--- src/rtl/mem_rd_arb_pkg.sv ---
// Shared types and helpers for the SimRAM read-port arbiter.
// Owner tags identify which requester a RAM read belongs to.
package mem_rd_arb_pkg;

  typedef enum logic [0:0] {
    OWNER_FETCH = 1'b0,
    OWNER_DATA  = 1'b1
  } owner_e;

  // Ceiling log2. Returns 0 for an argument of 1.
  function automatic int clog2(input int value);
    int result;
    result = 0;
    for (int v = value - 1; v > 0; v = v >> 1) begin
      result++;
    end
    return result;
  endfunction

endpackage

--- src/rtl/mem_rd_arb_tag_fifo.sv ---
// Owner-tag FIFO: one entry per RAM read in flight, popped in RAM response order.
// A push and a pop in the same cycle are both accepted, even when the FIFO is full.
module mem_rd_arb_tag_fifo
  import mem_rd_arb_pkg::*;
#(
  parameter int DEPTH = 4
) (
  input  logic   clk,
  input  logic   rst,
  input  logic   push,
  input  owner_e push_owner,
  input  logic   pop,
  output logic   full,
  output logic   empty,
  output owner_e head
);

  localparam int PTR_W = clog2(DEPTH);
  localparam int CNT_W = clog2(DEPTH + 1);

  owner_e             mem [DEPTH];
  logic [PTR_W-1:0]   wr_ptr;
  logic [PTR_W-1:0]   rd_ptr;
  logic [CNT_W-1:0]   count;
  logic               do_push;
  logic               do_pop;

  assign full    = (count == CNT_W'(DEPTH));
  assign empty   = (count == '0);
  assign head    = mem[rd_ptr];
  assign do_pop  = pop && !empty;
  assign do_push = push && (!full || do_pop);

  // DEPTH is a power of two, so the pointers wrap naturally.
  always_ff @(posedge clk) begin
    if (rst) begin
      wr_ptr <= '0;
      rd_ptr <= '0;
      count  <= '0;
    end else begin
      if (do_push) wr_ptr <= wr_ptr + 1'b1;
      if (do_pop)  rd_ptr <= rd_ptr + 1'b1;
      case ({do_push, do_pop})
        2'b10:   count <= count + 1'b1;
        2'b01:   count <= count - 1'b1;
        default: count <= count;
      endcase
    end
  end

  // Tag storage carries no reset; emptiness is tracked by count alone.
  always_ff @(posedge clk) begin
    if (do_push) mem[wr_ptr] <= push_owner;
  end

endmodule

--- src/rtl/mem_rd_arbiter.sv ---
// Two-requester arbiter for the single SimRAM read port, with in-order response routing.
// Optional performance counters are built when MEM_RD_ARB_PERF_CNT_EN is defined.
module mem_rd_arbiter
  import mem_rd_arb_pkg::*;
#(
  parameter int ADDR_WIDTH      = 32,
  parameter int DATA_WIDTH      = 32,
  parameter int MAX_OUTSTANDING = 4,
  parameter int STARVE_LIMIT    = 8
) (
  input  logic                  clk,
  input  logic                  rst,
  input  logic                  f_req,
  input  logic [ADDR_WIDTH-3:0] f_addr,
  output logic                  f_gnt,
  output logic                  f_rsp_valid,
  output logic [DATA_WIDTH-1:0] f_rsp_data,
  output logic [ADDR_WIDTH-3:0] f_rsp_addr,
  input  logic                  d_req,
  input  logic [ADDR_WIDTH-3:0] d_addr,
  output logic                  d_gnt,
  output logic                  d_rsp_valid,
  output logic [DATA_WIDTH-1:0] d_rsp_data,
  output logic [ADDR_WIDTH-3:0] d_rsp_addr,
  output logic                  ram_rd_en,
  output logic [ADDR_WIDTH-3:0] ram_rd_addr,
  input  logic                  ram_rd_valid,
  input  logic [DATA_WIDTH-1:0] ram_rd_data,
  input  logic [ADDR_WIDTH-3:0] ram_rd_addr_out,
  output logic                  err_orphan
`ifdef MEM_RD_ARB_PERF_CNT_EN
  ,
  output logic [31:0]           perf_f_grants,
  output logic [31:0]           perf_d_grants,
  output logic [31:0]           perf_full_stalls
`endif
);

  localparam int SC_W = clog2(STARVE_LIMIT + 1);

  logic             fifo_full;
  logic             fifo_empty;
  owner_e           head_owner;
  owner_e           push_owner;
  logic             grant_f;
  logic             grant_d;
  logic             fetch_prio;
  logic             rsp_fire;
  logic [SC_W-1:0]  starve_cnt;

  // Handshake: a requester holds req and addr until its gnt is seen high in the
  // same cycle; gnt, ram_rd_en and ram_rd_addr are combinational from req and
  // registered state only, never from ram_rd_valid.
  assign fetch_prio = (starve_cnt == SC_W'(STARVE_LIMIT));

  always_comb begin
    grant_f = 1'b0;
    grant_d = 1'b0;
    if (!rst && !fifo_full) begin
      if (f_req && d_req) begin
        if (fetch_prio) grant_f = 1'b1;
        else            grant_d = 1'b1;
      end else if (f_req) begin
        grant_f = 1'b1;
      end else if (d_req) begin
        grant_d = 1'b1;
      end
    end
  end

  assign f_gnt      = grant_f;
  assign d_gnt      = grant_d;
  assign ram_rd_en  = grant_f || grant_d;
  assign push_owner = grant_d ? OWNER_DATA : OWNER_FETCH;

  always_comb begin
    ram_rd_addr = '0;
    if (grant_f)      ram_rd_addr = f_addr;
    else if (grant_d) ram_rd_addr = d_addr;
  end

  // Counts consecutive cycles fetch was left waiting; saturates at the limit.
  always_ff @(posedge clk) begin
    if (rst) begin
      starve_cnt <= '0;
    end else if (!f_req || grant_f) begin
      starve_cnt <= '0;
    end else if (!fetch_prio) begin
      starve_cnt <= starve_cnt + 1'b1;
    end
  end

  mem_rd_arb_tag_fifo #(
    .DEPTH (MAX_OUTSTANDING)
  ) u_tag_fifo (
    .clk        (clk),
    .rst        (rst),
    .push       (ram_rd_en),
    .push_owner (push_owner),
    .pop        (rsp_fire),
    .full       (fifo_full),
    .empty      (fifo_empty),
    .head       (head_owner)
  );

  // The head tag steers each response; data and address fan out unqualified.
  assign rsp_fire    = ram_rd_valid && !fifo_empty && !rst;
  assign f_rsp_valid = rsp_fire && (head_owner == OWNER_FETCH);
  assign d_rsp_valid = rsp_fire && (head_owner == OWNER_DATA);
  assign f_rsp_data  = ram_rd_data;
  assign d_rsp_data  = ram_rd_data;
  assign f_rsp_addr  = ram_rd_addr_out;
  assign d_rsp_addr  = ram_rd_addr_out;

  always_ff @(posedge clk) begin
    if (rst) begin
      err_orphan <= 1'b0;
    end else if (ram_rd_valid && fifo_empty) begin
      err_orphan <= 1'b1;
    end
  end

`ifdef MEM_RD_ARB_PERF_CNT_EN
  always_ff @(posedge clk) begin
    if (rst) begin
      perf_f_grants    <= '0;
      perf_d_grants    <= '0;
      perf_full_stalls <= '0;
    end else begin
      if (grant_f) perf_f_grants <= perf_f_grants + 32'd1;
      if (grant_d) perf_d_grants <= perf_d_grants + 32'd1;
      if ((f_req || d_req) && fifo_full) perf_full_stalls <= perf_full_stalls + 32'd1;
    end
  end
`endif

endmodule

--- config.mk ---
export PLATFORM = sky130hd
export DESIGN_NAME = mem_rd_arbiter
export DESIGN_NICKNAME = d
export VERILOG_FILES = /design/src/rtl/mem_rd_arb_pkg.sv /design/src/rtl/mem_rd_arb_tag_fifo.sv /design/src/rtl/mem_rd_arbiter.sv
export SDC_FILE = /design/constraint.sdc
export NUM_CORES = 1
export LEC_CHECK = 0
export CAP_MARGIN = 20
export CORE_AREA = 2 2 112 114
export DETAILED_ROUTE_END_ITERATION = 10
export DIE_AREA = 0 0 114 116
export GPL_TIMING_DRIVEN = 0
export HOLD_SLACK_MARGIN = 0.05
export PLACE_DENSITY = 0.74
export SETUP_SLACK_MARGIN = 0.1
export SYNTH_ARGS = -nofsm -noshare
export SYNTH_HDL_FRONTEND = slang
export SYNTH_HIERARCHICAL = 1
export SYNTH_SLANG_ARGS = --single-unit
--- constraint.sdc ---
create_clock -name clk -period 2.4 [get_ports clk]
set_input_delay 0.36 -clock clk [delete_from_list [all_inputs] [get_ports clk]]
set_output_delay 0.36 -clock clk [all_outputs]
set_load 0.03 [all_outputs]
==> impl_metrics.yaml <==
grt:
  grt_pass1_wl_um: 13900
  antenna_found_initial: 1
  track_usage: 0.129
  gr-total-overflow: 0
  grt_pass1_vias: 2873
  grt_max_degree: 11
cells_and_area:
  area_growth_pct: 103
  fillers: 1154
  nets: 708
  utilization: 0.440
  insertedDiodeCount: 0
  drive_gt1_frac: 0.408
  multi_input_area_mm2: 0.00120
  fin_area_mm2: 0.00525
  layout.area.seq_um2: 409
yosys:
  synth_area_per_cell_um2: 7.85
  yosys.area_share.adder: 0.0368
  synth_top_family_by_area: "buffers and inverters"
  synth_compound_area_frac: 0.173
  ys_ff_latch: 18
  synth_edf_count: 4
  synth.distinct_cells: 40
  yosysTopAreaCell: "buf_4"
  syn_nets: 463
  ys.flop_type: "dfxtp_1"
  synth-xor-area-share: 0.0237
  synth_top_area_frac: 0.366
  ys_seq_area_frac: 0.155
  synth_simple_gate_area_frac: 0.179
  synthMuxAreaShare: 0.0169
  syn_area_mm2: 0.00258
  netlist_top_cells_area: "buf_4 (37%), dfxtp_1 (11%), o22ai_2 (9.7%)"
  synthCells: 329
  synth_warnings: 6
  synthArstFlopShare: 0
clocking:
  clk_latency_ps: 250
  cts_tree: "yes"
  hold_buffers: 0
  cts_made_buffers: 3
  root_buffer: "clkbuf_16"
  cts.clk_slew.worst_paths_ps: 50
  cts_buffer_depth: 2
  cts_htree_levels: 1
  clkSinkCount: 18
pwr:
  p_sw_uw: 640
  p_int_mw: 1.07
  p_seq_frac: 0.192
  pwr-share-comb: 0.616
  switching_share: 0.374
  cellPowerDensity_mw_per_mm2: 326
  ir_worst_vdd_mv: 0.182
  power_leakage_nw: 2.38
  power.share.clock: 0.192
placement:
  io_buffer_count: 224
  place_hpwl_um: 8200
  placed_area_mm2: 0.00506
  finalWeightedCongestion: 0.772
floorplan:
  rows: 40
  start_util: 0.217
  core_mm2: 0.0119
  pin_count: 287
  fp.dieW_um: 114
  die_h_um: 116
  die-area_mm2: 0.0132
sta:
  worstMarginPinSlew_ps: 471
  fin_crit_ps: 2310
  rsz0062_at_grt: "true"
  finalSetupViolations: 0
  fin_crit_sh: 0.964
  hold_viol_final: 0
  max_freq_mhz: 432
  slew_headroom: 0.686
  clock_skew_ps: 2.01
  maxSlewViolCount: 0
job:
  drv_cap: 0
worst_setup_path:
  reg2reg_depth: 10
  r2r_setup_slack_ps: 110
  crit_type: "register to primary output"
  crit_arrival_ps: 1950
  start_kind: "register"
  cp_max_fo: 10
  end_kind: "primary output"
  worst_ep_required_time_ps: 2040
outcome:
  outcome: "finished clean"
drt:
  first_pass_iters: 4
  antenna_left: 0
  post_drt_via_cell_ratio: 4.10
  routed_wl_um: 9820
  drc: 0
  vias: 2951
  wire_per_inst_um: 13.6
  drt_iter0_drc: 67
worst_hold_path:
  hold_depth: 3
  hp-class: "primary input to register"
## cell usage in the layout (no fill, tap or decap), types with 5 or more instances in the layout
cell,count
clkdlybuf4s50_1,186
buf_4,140
nand2_1,61
buf_2,31
o22ai_2,21
dfxtp_1,11
nor2_1,10
o22ai_1,9
inv_1,7
buf_6,7
ha_1,6
and2_1,5
## final timing paths
check / startpoint / endpoint
setup reg to reg: u_tag_fifo/count[1] / u_tag_fifo/count[1]
hold / removal: ram_rd_valid / err_orphan
setup / recovery: starve_cnt[0] / ram_rd_addr[8]
hold reg to reg: err_orphan / err_orphan
## kinds of logic (layout without fill, tap and decap cells)
logic type / count (synthesis) / count (layout)
buffers and inverters: 149 / 393
adder cells (fa/ha/maj): 7 / 7
flip-flops: 18 / 18
AO/OA/AOI/OAI: 46 / 46
multiplexers: 3 / 3
AND/OR/NAND/NOR: 99 / 99
XOR/XNOR: 7 / 7
## per-layer routing
metal  up-vias  GRT usage  wire [µm]
met1      1361      0.147       3670
met2       137      0.243       5390
met5         -          0          0
met4         0     0.0350        111
met3         8     0.0246        648
li1       1445          -          -
## per-stage QoR
stage	worst slack (ps)	instances	hold WS, ps	power, mW	TNS, ps
floorplan	-74.8	329	432	0.961	-132
global placement	-701	700	456	1.37	-14920
detailed placement	-766	700	461	1.39	-15710
CTS	-8.68	713	473	1.72	-8.68
global route	14.0	720	452	1.78	0
finish	86.0	720	393	1.71	0
## critical path, cell delays in order, from the launching register on
cell and delay (ps):
dfxtp_1 370, inv_1 80, ha_1 250, and3b_4 210, o21ai_4 140, buf_12 150, buf_8 150, o22ai_2 70
clkdlybuf4s15_2 290
## repair_timing
action | in CTS | in global routing
gates cloned | 0 | 2
gates resized for setup | 139 | 51
setup buffers | 9 | 6
setup endpoints to repair | 42 | 31
pin swaps | 5 | 3
endpoints found under the hold margin | 0 | 0
## synth_stat cells (2+ instances only)
cell type  instances
a21oi_1            4
and2_1             5
buf_2              9
buf_4            126
buf_6              4
dfxtp_1           14
edfxtp_1           4
ha_1               6
inv_1              8
nand2_1           61
nand2b_1           3
nand3_1            4
nor2_1            11
nor2b_1            2
nor3_1             6
o211ai_1           3
o21ai_4            2
o22ai_1           10
o22ai_2           20
o31a_1             2
xnor2_1            3
xor2_1             4
## power groups by stage
stage / clock network (mW) / registers, mW / logic [mW]
final: 0.329 / 0.328 / 1.05
after global routing: 0.346 / 0.329 / 1.11
after CTS: 0.334 / 0.329 / 1.05
after detailed placement: 0 / 0.335 / 1.05
after global placement: 0 / 0.334 / 1.04
after floorplan: 0 / 0.337 / 0.625
## area by class of cell
class | count | area share
inverters | 9 | 0.00692
flip-flops and latches | 18 | 0.0780
well taps | 147 | 0.0351
plain buffers | 139 | 0.203
repair buffers | 241 | 0.432
clock buffers | 3 | 0.0143
multi-input cells | 162 | 0.230
clock inverters | 1 | 0.000716
Note: power is estimated with default switching activity, not from simulation.
==> patch 1 (same settings) <==
Put one more register stage on the output `err_orphan`, cleared by the reset. The value now appears one clock later. The other outputs are not delayed to match.
--- a/src/rtl/mem_rd_arbiter.sv
+++ b/src/rtl/mem_rd_arbiter.sv
@@ -39,2 +39,4 @@
   localparam int SC_W = clog2(STARVE_LIMIT + 1);
+
+  logic err_orphan_s0;
 
@@ -116,5 +118,5 @@
     if (rst) begin
-      err_orphan <= 1'b0;
+      err_orphan_s0 <= 1'b0;
     end else if (ram_rd_valid && fifo_empty) begin
-      err_orphan <= 1'b1;
+      err_orphan_s0 <= 1'b1;
     end
@@ -136,2 +138,10 @@
 
+  always_ff @(posedge clk) begin
+    if (rst) begin
+      err_orphan <= '0;
+    end else begin
+      err_orphan <= err_orphan_s0;
+    end
+  end
+
 endmodule
Formal check against the unedited RTL: not equivalent (Yosys sat finds a counterexample within 4 cycles, from zero or initial values and one cycle with rst high).
==> patch 1 against the original RTL <==
  * Routed wire length is 2.8% higher
  * Final area is 0.52% lower
  * Synthesized cell count is 0.61% higher
  * Worst setup slack worse by 0.069 ns
  * Global-route usage is 0.63 points higher
  * Total power is 1.3% higher
  * Area after synthesis is 6.2% lower
  * Clock skew hardly changed
  * Sequential cell count is 1 higher
  * Final cell count is 1.8% higher
  * Count of clock-buffer cells in the layout stayed put
  * Largest power group unchanged
==> patch 1: results (changes against the original RTL) <==
* Status: finished, final reports clean
* Via count at 2996 (+1.5%)
* Worst slew margin at 67.5% (-1.1 points)
* Dpl hpwl at 8300 µm (+1.2%)
* Initial drt markers at 84 (+25%)
* Number of vias per cell at 4.09 (-0.28%)
* Reg2reg end: u_tag_fifo/count[2]
* Crit path max-delay cell type: fa_2
* Fill count at 1146 (-0.69%)
* Static leakage power at 2.40 nW (+1.0%)
* Clock skew at 0.00250 ns (+0.000498 ns)
* Minimum clock period at 2.38 ns (+0.0693 ns)
* Worst reg2reg startpoint: u_tag_fifo/count[0]
* Switching Share at 37.3% (-0.16 points)
* Multi-input comb cells at 163 (+0.62%)
* Worst R2R Setup Slack at 0.02 ns (-0.09 ns)
* Placed Instances at 702 (+0.29%)
* Seq area share at 8.32% (+0.52 points)
* Peak supply drop at 205 µV (+12%)
* Non-Clock Buffer Count at 391 (+2.9%)
* Hold Path Stages at 1 (-2)
* Synth cell count leaders: buf_4 (124), nand2_1 (61), o22ai_1 (30)
* Metal-1 WL at 3670 µm (about the same)
* CTS root buffer: clkbuf_16
* Avg Cell Area, Syn at 7.32 µm² (-6.8%)
* Flip-flop and latch count after synthesis at 19 (+1)
* FFs w/ async S/R, synth at 0% (unchanged)
* Routability Congestion at 0.783 (+1.4%)
* Placed instance area at 0.00491 mm² (-3.1%)
* Hold slack final at 0.482 ns (+0.0900 ns)
* Overall routing resource usage at 13.5% (+0.63 points)
* Share of post-route cells with drive strength above 1 at 38.6% (-2.3 points)
* Crit-path max FO at 4 (-6)
* Avg WL per Cell at 13.8 µm (+0.94%)
* Delay-heaviest family, CP: simple AND/OR/NAND/NOR gates
* Synthesized Nets at 465 (+0.43%)
* Clock network area share at 1.53% (+0.032 points)
* Met3 wire length at 614 µm (-5.2%)
* Hold_sp: err_orphan_s0
* Crit path DAT at 2.52 ns (+0.57 ns)
* Initial antenna violation count at 0 (-1)
* R2R cell count at 11 (+1)
* Crit path largest cell delay at 0.35 ns (-0.02 ns)
* Setup CP Type: flip-flop to flip-flop
* N_diodes at 0 (unchanged)
* Logic pwr share at 60.3% (-1.3 points)
* Dominant cells by area after synthesis: buf_4 (38%), dfxtp_1 (12%), nand2_1 (9.5%)
* Multi-input gate area at 0.00107 mm² (-12%)
* Global-route wire length before repair at 14400 µm (+3.7%)
* Pre-CTS setup slack at -0.682 ns (+0.0840 ns)
* Non-clock buffering overhead at 65.5% (+2.0 points)
* Met2 WL at 5680 µm (+5.3%)
* Worst Hold End: err_orphan
* Seq power at 0.345 mW (+5%)
* Largest net degree at the start of global routing at 12 (+1)
* Finished Core Util at 43.8% (-0.23 points)
* Post-synthesis sequential area ratio at 17.4% (+1.9 points)
* Hold WC Path Type: flip-flop to flip-flop
patch 1: cell count changes after synthesis, moves of 2 or more:
cell and change:
buf_2 +4, buf_4 -2, buf_6 -3, nand3b_1 +2, o211ai_1 -2, o21ai_4 -2, o22ai_1 +20, o22ai_2 -20
patch 1: layer usage:
| layer | GRT usage, % | up-vias |
|---|---|---|
| met3 | 1.26 | 10 |
| li1 | - | 1468 |
| met2 | 27.4 | 139 |
| met5 | 0 | - |
| met1 | 15.0 | 1379 |
| met4 | 3.17 | 0 |
patch 1: kinds of logic after synthesis:
logic type | share of synthesized area [%]
AO/OA/AOI/OAI | 11.7
XOR/XNOR | 2.53
adder cells (fa/ha/maj) | 3.93
buffers and inverters | 43.3
flip-flops | 17.4
multiplexers | 1.81
AND/OR/NAND/NOR | 19.4
patch 1: timing repair:
item,4_1_cts,5_1_grt
buffers inserted,18,9
gates resized for setup,188,29
pin swaps,6,5
cloned,1,0
hold endpoints to repair,0,0
setup endpoints to repair,44,37
==> patch 2 (config.mk and constraints unchanged) <==
Without the edit above. `STARVE_LIMIT`: 8 -> 9.
--- a/src/rtl/mem_rd_arbiter.sv
+++ b/src/rtl/mem_rd_arbiter.sv
@@ -8,3 +8,3 @@
   parameter int MAX_OUTSTANDING = 4,
-  parameter int STARVE_LIMIT    = 8
+  parameter int STARVE_LIMIT    = 9
 ) (
Function: changed (a bounded check fails within 10 cycles, from zero or initial values and one cycle with rst high).
==> patch 2 against the original RTL <==
  * Final area is 0.48% lower
  * Worst setup slack lost 0.044 ns
  * Critical path depth up 3
  * Total power up 1.9%
  * Routed wire length increased by 7.7%
  * Die area stayed put
  * Critical endpoint is now u_tag_fifo/count[1]
  * Highest routed layer unchanged
  * Sequential cell count did not move
  * Via count fell by 0.78%
  * Area after synthesis is 1.5% higher
  * Clock skew increased by 0.0048 ns
  * Clock power rose by 4%
==> patch 2: results (changes against the original RTL) <==
* Multi-input gate area at 0.00123 mm² (+2.5%)
* Post-synthesis sequential area ratio at 15.3% (-0.23 points)
* Vias in the first global route at 3024 (+5.3%)
* Non-clk invs at 7 (-2)
* Overall routing resource usage at 14.5% (+1.7 points)
* Crit path to: u_tag_fifo/count[1]
* Minimum clock period at 2.36 ns (+0.0435 ns)
* Initial drt markers at 92 (+37%)
* Fill count at 1175 (+1.8%)
* Global-route wire length before repair at 15400 µm (+11%)
* Post-Synth Adder-Cell Area at 3.63% (-0.054 points)
* Non-Clock Buffer Count at 381 (+0.26%)
* Placed instance area at 0.00509 mm² (+0.52%)
* Status: finished, final reports clean
* Synth Area in Compound Gates at 18.9% (+1.6 points)
* Dominant cells by area after synthesis: buf_4 (36%), o22ai_2 (14%), dfxtp_1 (11%)
* Placed Instances at 695 (-0.71%)
* Crit path DAT at 2.50 ns (+0.55 ns)
* Routability Congestion at 0.818 (+5.9%)
* Synthesized Nets at 459 (-0.86%)
* Synth unique cells at 44 (+10%)
* Worst slew margin at 70.6% (+1.9 points)
* Mux cell area share after synthesis at 1.67% (-0.025 points)
* Static leakage power at 2.34 nW (-1.5%)
* Post-Synth XOR/XNOR Area at 2.34% (-0.035 points)
* Multi-input comb cells at 160 (-1.2%)
* Setup CP Type: flip-flop to flip-flop
* Avg WL per Cell at 14.7 µm (+8.1%)
* Fraction of area in multi-input gates at 23.7% (+0.69 points)
* Clock network area share at 1.51% (+0.0072 points)
* Crit-path max FO at 4 (-6)
* Clock skew at 0.00680 ns (+0.00479 ns)
* Share of post-route cells with drive strength above 1 at 42.8% (+2.0 points)
* Pre-CTS setup slack at -0.492 ns (+0.274 ns)
* Initial antenna violation count at 0 (-1)
==> patch 2: cell count changes after synthesis, moves of 2 or more <==
cell / delta
o21ai_4: -2
nor3_1: -2
nand4_1: +2
o22ai_2: +9
a21oi_1: -3
nand3_1: -2
o22ai_1: -9
o211ai_1: -2
o31ai_1: +2
==> patch 2: cells by family after synthesis <==
group	after synthesis
compound gates	44
xor+xnor	7
fa+ha+maj	7
buf+inv	147
flops	18
mux	3
simple gates	99
==> patch 2: timing repair <==
item,CTS,global route
resized for setup,163,15
endpoints found under the setup margin,37,28
setup buffers,12,6
pin swaps,6,4
hold buffers,0,0
==> patch 2: worst min path at each step <==
| stage | end | start | cells after the start | slack, ns |
|---|---|---|---|---|
| after floorplan | starve_cnt[1] | starve_cnt[1] | 2 | 0.48 |
| after global placement | err_orphan | err_orphan | 2 | 0.45 |
| after detailed placement | err_orphan | err_orphan | 2 | 0.45 |
| after CTS | err_orphan | rst | 2 | 0.44 |
| after global routing | err_orphan | rst | 2 | 0.47 |
| final | err_orphan | rst | 2 | 0.43 |
==> patch 2: worst max-delay path, cell delays in order, from the launching register on <==
cell      delay, ns
dfxtp_2        0.31
buf_6          0.12
nor3_4         0.24
nor2_4         0.07
buf_8          0.13
o21a_4         0.11
buf_6          0.11
nand2b_4       0.13
fa_2           0.43
nor2_2         0.14
o211ai_1       0.12
a221oi_2       0.34
==> patch 2: report_power, final <==
part | total [mW] | switching, mW | internal, mW
sequential | 0.331 | 0.00921 | 0.321
clock | 0.341 | 0.119 | 0.222
combinational | 1.07 | 0.537 | 0.533
==> patch 2: routing by layer <==
metal	routed length (µm)	track usage, %	vias up
met4	108	2.60	0
li1	-	-	1434
met2	5830	27.6	129
met3	896	4.65	11
met5	0	0	-
met1	3740	15.9	1354
